**src/rtl/mult_div_unit_if.sv**
```systemverilog
// mult_div_unit_if: request/result bundle between the EX stage and the multiply/divide unit.
interface mult_div_if #(parameter int WIDTH = 32);
  logic             i_start;
  logic [2:0]       i_op;
  logic [WIDTH-1:0] i_a;
  logic [WIDTH-1:0] i_b;
  logic             i_flush;
  logic             o_busy;
  logic             o_done;
  logic             o_dbz;
  logic [WIDTH-1:0] o_hi;
  logic [WIDTH-1:0] o_lo;
  modport master(output i_start, i_op, i_a, i_b, i_flush, input o_busy, o_done, o_dbz, o_hi, o_lo);
  modport slave(input i_start, i_op, i_a, i_b, i_flush, output o_busy, o_done, o_dbz, o_hi, o_lo);
endinterface

```
**src/rtl/mult_div_unit.sv**
```systemverilog
// mult_div_unit: iterative shift-add multiply / restoring divide on magnitudes with HI/LO registers.
module mult_div_unit #(parameter int WIDTH = 32) (
  input logic     clk,
  input logic     rst,
  mult_div_if.slave s
);
  localparam int CW = $clog2(WIDTH + 1);
  typedef enum logic [1:0] {IDLE, RUN, FIX} state_t;
  state_t             r_state;
  logic [CW-1:0]      r_cnt;
  logic [WIDTH-1:0]   r_m, r_hi, r_lo;
  logic [2*WIDTH-1:0] r_acc;
  logic               r_div, r_neg_q, r_neg_r, r_zero, r_busy, r_done, r_dbz;
  logic               w_sgn, w_md;
  logic [WIDTH-1:0]   w_ma, w_mb, w_q, w_r;
  logic [WIDTH:0]     w_sum, w_sh, w_diff;
  logic [2*WIDTH-1:0] w_prod;
  always_comb begin
    w_sgn  = ~s.i_op[0];
    w_md   = ~s.i_op[2];
    w_ma   = (w_sgn && s.i_a[WIDTH-1]) ? -s.i_a : s.i_a;
    w_mb   = (w_sgn && s.i_b[WIDTH-1]) ? -s.i_b : s.i_b;
    w_sum  = {1'b0, r_acc[2*WIDTH-1:WIDTH]} + (r_acc[0] ? {1'b0, r_m} : '0);
    w_sh   = r_acc[2*WIDTH-1:WIDTH-1];
    w_diff = w_sh - {1'b0, r_m};
    w_prod = r_neg_q ? -r_acc : r_acc;
    w_q    = r_neg_q ? -r_acc[WIDTH-1:0] : r_acc[WIDTH-1:0];
    w_r    = r_neg_r ? -r_acc[2*WIDTH-1:WIDTH] : r_acc[2*WIDTH-1:WIDTH];
  end
  // multiply keeps |A| in r_m and shifts |B| out of the low half; divide keeps |B| in r_m
  always_ff @(posedge clk or posedge rst) begin
    if (rst) begin
      r_state <= IDLE;
      r_cnt   <= '0;
      r_m     <= '0;
      r_acc   <= '0;
      r_hi    <= '0;
      r_lo    <= '0;
      r_div   <= 1'b0;
      r_neg_q <= 1'b0;
      r_neg_r <= 1'b0;
      r_zero  <= 1'b0;
      r_busy  <= 1'b0;
      r_done  <= 1'b0;
      r_dbz   <= 1'b0;
    end else begin
      r_done <= 1'b0;
      r_dbz  <= 1'b0;
      case (r_state)
        IDLE: if (s.i_start && !s.i_flush) begin
          if (w_md) begin
            r_div   <= s.i_op[1];
            r_m     <= s.i_op[1] ? w_mb : w_ma;
            r_acc   <= {{WIDTH{1'b0}}, s.i_op[1] ? w_ma : w_mb};
            r_neg_q <= w_sgn && (s.i_a[WIDTH-1] ^ s.i_b[WIDTH-1]);
            r_neg_r <= w_sgn && s.i_a[WIDTH-1];
            r_zero  <= s.i_op[1] && s.i_b == '0;
            r_cnt   <= CW'(WIDTH);
            r_state <= (s.i_op[1] && s.i_b == '0) ? FIX : RUN;
            r_busy  <= 1'b1;
          end else if (!s.i_op[1]) begin
            if (s.i_op[0]) r_lo <= s.i_a;
            else r_hi <= s.i_a;
          end
        end
        RUN: if (s.i_flush) begin
          r_state <= IDLE;
          r_busy  <= 1'b0;
        end else begin
          r_acc   <= !r_div ? {w_sum, r_acc[WIDTH-1:1]} :
                     !w_diff[WIDTH] ? {w_diff[WIDTH-1:0], r_acc[WIDTH-2:0], 1'b1} :
                     {w_sh[WIDTH-1:0], r_acc[WIDTH-2:0], 1'b0};
          r_cnt   <= r_cnt - CW'(1);
          r_state <= (r_cnt == CW'(1)) ? FIX : RUN;
        end
        FIX: begin
          r_state <= IDLE;
          r_busy  <= 1'b0;
          if (!s.i_flush) begin
            r_done <= 1'b1;
            r_dbz  <= r_zero;
            if (!r_zero) begin
              r_hi <= r_div ? w_r : w_prod[2*WIDTH-1:WIDTH];
              r_lo <= r_div ? w_q : w_prod[WIDTH-1:0];
            end
          end
        end
        default: begin
          r_state <= IDLE;
          r_busy  <= 1'b0;
        end
      endcase
    end
  end
  assign s.o_busy = r_busy;
  assign s.o_done = r_done;
  assign s.o_dbz  = r_dbz;
  assign s.o_hi   = r_hi;
  assign s.o_lo   = r_lo;
endmodule
```
**src/flat_wrapper.sv**
```systemverilog
// flat-port wrapper written by rule: the top's interface ports become plain ports
module mult_div_unit_flat 
#(parameter int WIDTH = 32)
  (clk, rst, s_i_start, s_i_op, s_i_a, s_i_b, s_i_flush, s_o_busy, s_o_done, s_o_dbz, s_o_hi, s_o_lo);
  mult_div_if #(.WIDTH(WIDTH)) s_i ();
  input logic clk;
  input logic rst;
  input wire logic [$bits(s_i.i_start)-1:0] s_i_start;
  input wire logic [$bits(s_i.i_op)-1:0] s_i_op;
  input wire logic [$bits(s_i.i_a)-1:0] s_i_a;
  input wire logic [$bits(s_i.i_b)-1:0] s_i_b;
  input wire logic [$bits(s_i.i_flush)-1:0] s_i_flush;
  output wire logic [$bits(s_i.o_busy)-1:0] s_o_busy;
  output wire logic [$bits(s_i.o_done)-1:0] s_o_done;
  output wire logic [$bits(s_i.o_dbz)-1:0] s_o_dbz;
  output wire logic [$bits(s_i.o_hi)-1:0] s_o_hi;
  output wire logic [$bits(s_i.o_lo)-1:0] s_o_lo;
  assign s_i.i_start = s_i_start;
  assign s_i.i_op = s_i_op;
  assign s_i.i_a = s_i_a;
  assign s_i.i_b = s_i_b;
  assign s_i.i_flush = s_i_flush;
  assign s_o_busy = s_i.o_busy;
  assign s_o_done = s_i.o_done;
  assign s_o_dbz = s_i.o_dbz;
  assign s_o_hi = s_i.o_hi;
  assign s_o_lo = s_i.o_lo;
  mult_div_unit #(.WIDTH(WIDTH)) u_core (.clk(clk), .rst(rst), .s(s_i));
endmodule
```
**config.mk**
```make
export PLATFORM = sky130hd
export DESIGN_NAME = mult_div_unit_flat
export DESIGN_NICKNAME = d
export VERILOG_FILES = /design/src/rtl/mult_div_unit_if.sv /design/src/rtl/mult_div_unit.sv /design/src/flat_wrapper.sv
export SDC_FILE = /design/constraint.sdc
export NUM_CORES = 1
export LEC_CHECK = 0
export CORE_UTILIZATION = 28
export DETAILED_ROUTE_END_ITERATION = 12
export GPL_ROUTABILITY_DRIVEN = 0
export PLACE_DENSITY_LB_ADDON = 0.12
export SYNTH_ARGS = -nofsm -noshare
export SYNTH_HDL_FRONTEND = slang
export SYNTH_SLANG_ARGS = --single-unit
```
**constraint.sdc**
```tcl
create_clock -name clk -period 6.8 [get_ports clk]
set_input_delay 1.7 -clock clk [delete_from_list [all_inputs] [get_ports clk]]
set_output_delay 1.7 -clock clk [all_outputs]
set_load 0.01 [all_outputs]
```
==> impl_metrics.env <==
export IMPL_fillers=5662
export IMPL_skew_ns=0.0178
export IMPL_path_class="reg -> reg"
export IMPL_core_mm2=0.0526
export IMPL_mostFrequentLayoutCells="nor2_1, a21oi_1, nand2_1"
export IMPL_r2r_start="u_core.r_acc[31]"
export IMPL_drv_cap=0
export IMPL_insertion_delay_ns=0.50
export IMPL_diodes=0
export IMPL_synth_xor_area_share_pct=10.2
export IMPL_ys_warn_count=0
export IMPL_netlist_area_mm2=0.0149
export IMPL_clk_pin_slew_ns=0.08
export IMPL_fmax_mhz=205
export IMPL_mappedNetlistNets=2076
export IMPL_synth_compound_area_share_pct=24.7
export IMPL_leakage_uw=0.00728
export IMPL_synthDistinctLibCells=76
export IMPL_htreeDepth=4
export IMPL_path_delay_family="compound AO/OA/AOI/OAI gates"
export IMPL_grt_max_degree=99
export IMPL_hold_class="reg -> reg"
export IMPL_dr_pass1_iters=5
export IMPL_start_util_pct=28.3
export IMPL_cts_buffers=17
export IMPL_die_area_mm2=0.0541
export IMPL_critical_path_cell_chain="inv_1 -> ha_1 -> fa_1 -> nand2b_1 -> a211oi_1 -> o41a_1 -> a31oi_1 -> o31a_1 -> a221o_1 -> nor2_4 -> buf_4 -> mux2i_1 -> o22a_1 -> o21ai_0"
export IMPL_synthAdderAreaFrac_pct=6.15
export IMPL_synth_area_per_cell_um2=7.70
export IMPL_synth_area_leaders="dfrtp_1, a21oi_1, nor2_1"
export IMPL_cts_root_buf="clkbuf_16"
export IMPL_cts_sinks=175
export IMPL_hold_buffers=0
export IMPL_grt_antenna_before_repair=0
export IMPL_routed_wl_um=60900
export IMPL_synthArstFlopShare_pct=100
export IMPL_track_usage_pct=22.4
export IMPL_finalHoldViolCount=0
export IMPL_cp_start_kind="flop"
export IMPL_place_ws_ns=1.94
export IMPL_finalCritPeriodShare_pct=71.8
export IMPL_timing_rr_end="u_core.r_acc[56]"
export IMPL_vdd_drop_max_mv=0.240
export IMPL_setup_ws_ns=1.92
export IMPL_register_area_mm2=0.00438
export IMPL_power_density_mw_per_mm2=362
export IMPL_synthCells=1933
export IMPL_synth_ff_type="dfrtp_1"
export IMPL_synthMuxAreaShare_pct=4.73
export IMPL_endpoint_kind="flop"
export IMPL_grt_setup_unrepaired="false"
export IMPL_slew_viol_final=0
export IMPL_synth_simple_area_share_pct=20.2
export IMPL_cp_required_ns=7.15
export IMPL_r2r_slack_ns=1.92
export IMPL_status="completed"
export IMPL_viasPerCell=5.38
export IMPL_max_slew_margin_rel_pct=27.8
export IMPL_worstPathBufferInverterCount=2
export IMPL_fp_dieH_um=233
export IMPL_worst_hold_path_endpoint="u_core.s.o_hi[5]"
export IMPL_ant_nets=0
export IMPL_cts_tree="done"
export IMPL_setup_violations=0
export IMPL_dp_hpwl_um=47100
export IMPL_drt_iter0_drc=1324
export IMPL_min_delay_start="u_core.s.o_hi[5]"
export IMPL_layout_area_overhead_vs_synth_pct=17.3
export IMPL_routed_via_count=14500
export IMPL_synth_top_family_by_area="compound AO/OA/AOI/OAI gates"
export IMPL_post_cts_buffers=0
export IMPL_min_path_cells=2
export IMPL_yosysTopAreaCellShare_pct=29.4
export IMPL_layout_commonest_cell="nor2_1"
export IMPL_pin_count=138
export IMPL_gr_total_overflow=0
export IMPL_worst_pin_slew_ns=1.08
export IMPL_grt_pass1_vias=13500
export IMPL_arrival_ns=5.23
export IMPL_synth_edf_count=0
export IMPL_seq_area_frac_synth_pct=29.4
export IMPL_cts_resized=0
export IMPL_multi_input_area_mm2=0.00984
export IMPL_rows=84
export IMPL_dieWidth_um=233
export IMPL_tns_ns=0
export IMPL_yosys_area_top_type="dfrtp_1"
export IMPL_io_buffers=137
export IMPL_reg2regPathDepth=14
export IMPL_slowest_delay_ns=0.71
export IMPL_fin_crit_ns=4.88
export IMPL_synth_seq_cells=175
export IMPL_nNetsFinal=2145
export IMPL_crit_fanout=25
export IMPL_grt_pass1_wl_um=88700
export IMPL_drive_above_1_share_pct=4.37
export IMPL_crit_slowest_cell="nor2_4"
export IMPL_clk_path_buf_depth=2
export IMPL_drcViolationCount=0
export IMPL_wire_per_inst_um=22.5
## layout make-up
class	count	share of cell area, %
Tap cell	688	4.93
Inverter	62	1.38
Clock inverter	13	0.681
Multi-Input combinational cell	1582	56.4
Clock buffer	19	2.54
Sequential cell	175	25.1
Timing Repair Buffer	164	9.00
## worst register-to-register path: stages, from the launching register on
cell	delay, ns
dfrtp_1	0.58
inv_1	0.15
ha_1	0.26
fa_1	0.42
nand2b_1	0.18
a211oi_1	0.34
o41a_1	0.30
a31oi_1	0.24
o31a_1	0.41
a221o_1	0.36
nor2_4	0.71
buf_4	0.36
mux2i_1	0.22
o22a_1	0.13
o21ai_0	0.07
## logic make-up after synthesis
| family | after synthesis |
|---|---|
| adders and majority gates | 72 |
| buffers and inverters | 176 |
| muxes | 70 |
| DFF | 175 |
| and+or+nand+nor | 665 |
| AOI/OAI and AO/OA | 602 |
| xor gates and xnor gates | 173 |
## state kept, by name, summed over array words and instances, names as in the netlist
signal	flops
u_core.s.o_done	1
u_core.s.o_hi	32
u_core.s.o_dbz	1
u_core.r_acc	64
u_core.r_zero	1
u_core.s.o_lo	32
u_core.r_state	2
u_core.r_neg_q	1
u_core.r_cnt	6
u_core.s.o_busy	1
u_core.r_m	32
u_core.r_div	1
u_core.r_neg_r	1
## routing by layer
| metal | part of all wire (%) | vias up | GRT usage [%] | wire length, µm |
|---|---|---|---|---|
| li1 | - | 7015 | - | - |
| met1 | 50 | 7049 | 32.9 | 30400 |
| met2 | 44 | 422 | 34.4 | 26800 |
| met3 | 4.5 | 47 | 2.60 | 2740 |
| met4 | 1.7 | 0 | 5.70 | 1030 |
| met5 | 0 | - | 0 | 0 |
## power breakdown
group / internal, µW / leakage [µW] / switching (µW)
clock: 491 / 0.000271 / 514
combinational: 1460 / 0.00481 / 2010
sequential: 1330 / 0.00220 / 508
## synthesized netlist by cell type, types with 10 or more instances
cell type / n
a211oi_1: 10
a21o_1: 32
a21oi_1: 202
a22oi_1: 12
a31oi_1: 13
buf_1: 10
clkbuf_1: 96
dfrtp_1: 175
ha_1: 70
inv_1: 62
mux2i_1: 67
nand2_1: 201
nand2b_1: 24
nand3_1: 20
nor2_1: 267
nor2b_1: 19
nor3_1: 44
nor4_1: 13
o211ai_1: 12
o21ai_0: 180
o31ai_1: 51
o41ai_1: 15
or3_1: 12
or4_1: 13
xnor2_1: 103
xor2_1: 70
## metrics by stage
stage | instance area (µm²) | std cells | util, % | hold slack [ns] | power [µW]
global route | 17500 | 2703 | 33.2 | 0.498 | 6760
floorplan | 14900 | 1933 | - | 0.450 | 4070
finish | 17500 | 2703 | 33.2 | 0.476 | 6320
global placement | 16900 | 2671 | 32.2 | 0.464 | 5310
CTS | 17500 | 2703 | 33.2 | 0.484 | 6330
detailed placement | 16900 | 2671 | 32.2 | 0.469 | 5300
## how the worst max path moves through the flow
| stage | start | end | slack [ns] | cells past startpoint |
|---|---|---|---|---|
| after global routing | u_core.r_acc[31] | u_core.r_acc[56] | 1.64 | 14 |
| after detailed placement | u_core.r_acc[31] | u_core.r_acc[56] | 1.94 | 14 |
| final | u_core.r_acc[31] | u_core.r_acc[56] | 1.92 | 14 |
| after global placement | s_i_a[0] | u_core.r_m[28] | 2.02 | 13 |
| after CTS | u_core.r_acc[31] | u_core.r_acc[56] | 1.90 | 14 |
| after floorplan | rst | u_core.r_acc[0] | 0.35 | 1 |
Power figures use the tool's default switching activity.
==> RTL edit: new RTL, config.mk and constraints unchanged <==
Reset style: synchronous (`rst`), changed in one clocked block.
--- a/src/rtl/mult_div_unit.sv
+++ b/src/rtl/mult_div_unit.sv
@@ -30,3 +30,3 @@
   // multiply keeps |A| in r_m and shifts |B| out of the low half; divide keeps |B| in r_m
-  always_ff @(posedge clk or posedge rst) begin
+  always_ff @(posedge clk) begin
     if (rst) begin
Function: differs if rst is asserted again (counterexample within 4 cycles, from zero or initial values and one cycle with rst high); with rst held inactive, the same outputs for 4 cycles.
==> RTL edit against the unedited design <==
  * The run now ends with DRC left
  * Critical path depth shrank 3
  * Cell area grew 0.24%
  * Sequential cell count is the same
  * Wire length grew 6.9%
  * Area after synthesis grew 1.1%
  * Worst setup slack gained 360 ps
  * Synthesized cell count grew 7.0%
  * Cell count grew 3.7%
  * Via count grew 9.0%
  * Highest routed layer is now met5
Power is not compared: it rests on default switching activity, and its combinational part moved more than twofold at a synthesized area within 25%.
==> RTL edit: results (changes against the unedited design) <==
<table>
<tr><th>Metric</th><th>Value</th></tr>
<tr><th colspan="2">Status</th></tr>
<tr><td>Status</td><td>finished, violations left</td></tr>
<tr><td>Violated checks</td><td>DRC</td></tr>
<tr><th colspan="2">Placement</th></tr>
<tr><td>Placement Cell Area</td><td>16900 sq um (about the same)</td></tr>
<tr><th colspan="2">Drt</th></tr>
<tr><td>Met2 layer wire length in the routed design</td><td>27800 um (+3.7%)</td></tr>
<tr><td>DRC Markers</td><td>8 (+8)</td></tr>
<tr><td>Avg WL per Cell</td><td>23.2 um (+3.1%)</td></tr>
<tr><td>Topmost layer with routed signal wires</td><td>met5</td></tr>
<tr><td>Detail-routed via count per cell</td><td>5.65 (+5.2%)</td></tr>
<tr><th colspan="2">GRT</th></tr>
<tr><td>First-pass GRT wire length</td><td>95900 um (+8.1%)</td></tr>
<tr><td>Number of antenna violations at the first check in global routing</td><td>6 (+6)</td></tr>
<tr><td>Met1 layer usage reported by global route</td><td>34.9% (+2.0 points)</td></tr>
<tr><td>Pin count of the biggest net entering global routing</td><td>77 (-22%)</td></tr>
<tr><td>Number of global-route vias before repair</td><td>14600 (+8.1%)</td></tr>
<tr><td>Met3 usage in global routing</td><td>4.09% (+1.5 points)</td></tr>
<tr><th colspan="2">Setup path</th></tr>
<tr><td>Worst setup path startpoint</td><td>s_i_a[6]</td></tr>
<tr><td>Crit path DAT</td><td>4930 ps (-300 ps)</td></tr>
<tr><td>Register-to-register setup slack</td><td>2290 ps (+370 ps)</td></tr>
<tr><td>Capture point of the worst reg-to-reg path</td><td>u_core.r_acc[37]</td></tr>
<tr><td>Slowest stage delay, CP</td><td>630 ps (-80 ps)</td></tr>
<tr><th colspan="2">Worst hold path</th></tr>
<tr><td>Hold path startpoint</td><td>u_core.r_m[27]</td></tr>
<tr><th colspan="2">Synth</th></tr>
<tr><td>Synth top cells by count</td><td>268 x sky130_fd_sc_hd__nor2_1, 217 x sky130_fd_sc_hd__a21oi_1, 175 x sky130_fd_sc_hd__dfxtp_1</td></tr>
<tr><td>Complex-gate fraction of the synthesized area</td><td>28.7% (+4.0 points)</td></tr>
<tr><td>XOR/XNOR share of the synthesized area</td><td>9.66% (-0.52 points)</td></tr>
<tr><th colspan="2">STA</th></tr>
<tr><td>Max transition margin</td><td>14.9% (-13 points)</td></tr>
<tr><td>Clock Skews</td><td>11.7 ps (-6.11 ps)</td></tr>
</table>
-- RTL edit: cell types whose count changed in the layout (fill, tap and decap cells not counted), sizes merged, moves of 8 or more --
cell	change
dfrtp	-175
dfxtp	+175
a211oi	+70
o21ai	-53
o211ai	+34
o31ai	-30
nand2	-29
a21oi	+20
nor3	+16
nand3	+11
a311oi	+10
nor4	+10
or3	+8
-- RTL edit: area by class of cell --
type	instances	area, sq um
antenna	2	5.00
clock buffer	18	429
clock inverter	14	159
fill	5770	35400
inverter	62	233
multi-input combinational	1682	10800
sequential	175	3510
tap	688	861
timing repair buffer	162	1550
-- RTL edit: metrics by stage --
step	setup WS, ps	hold WS, ps	std cells	util, %
6_report	2280	456	2803	33.1
5_1_grt	2040	473	2802	33.1
4_1_cts	2310	456	2801	33.1
3_5_place_dp	1910	447	2769	32.0
3_3_place_gp	1900	443	2769	32.0
2_1_floorplan	3060	432	2069	-
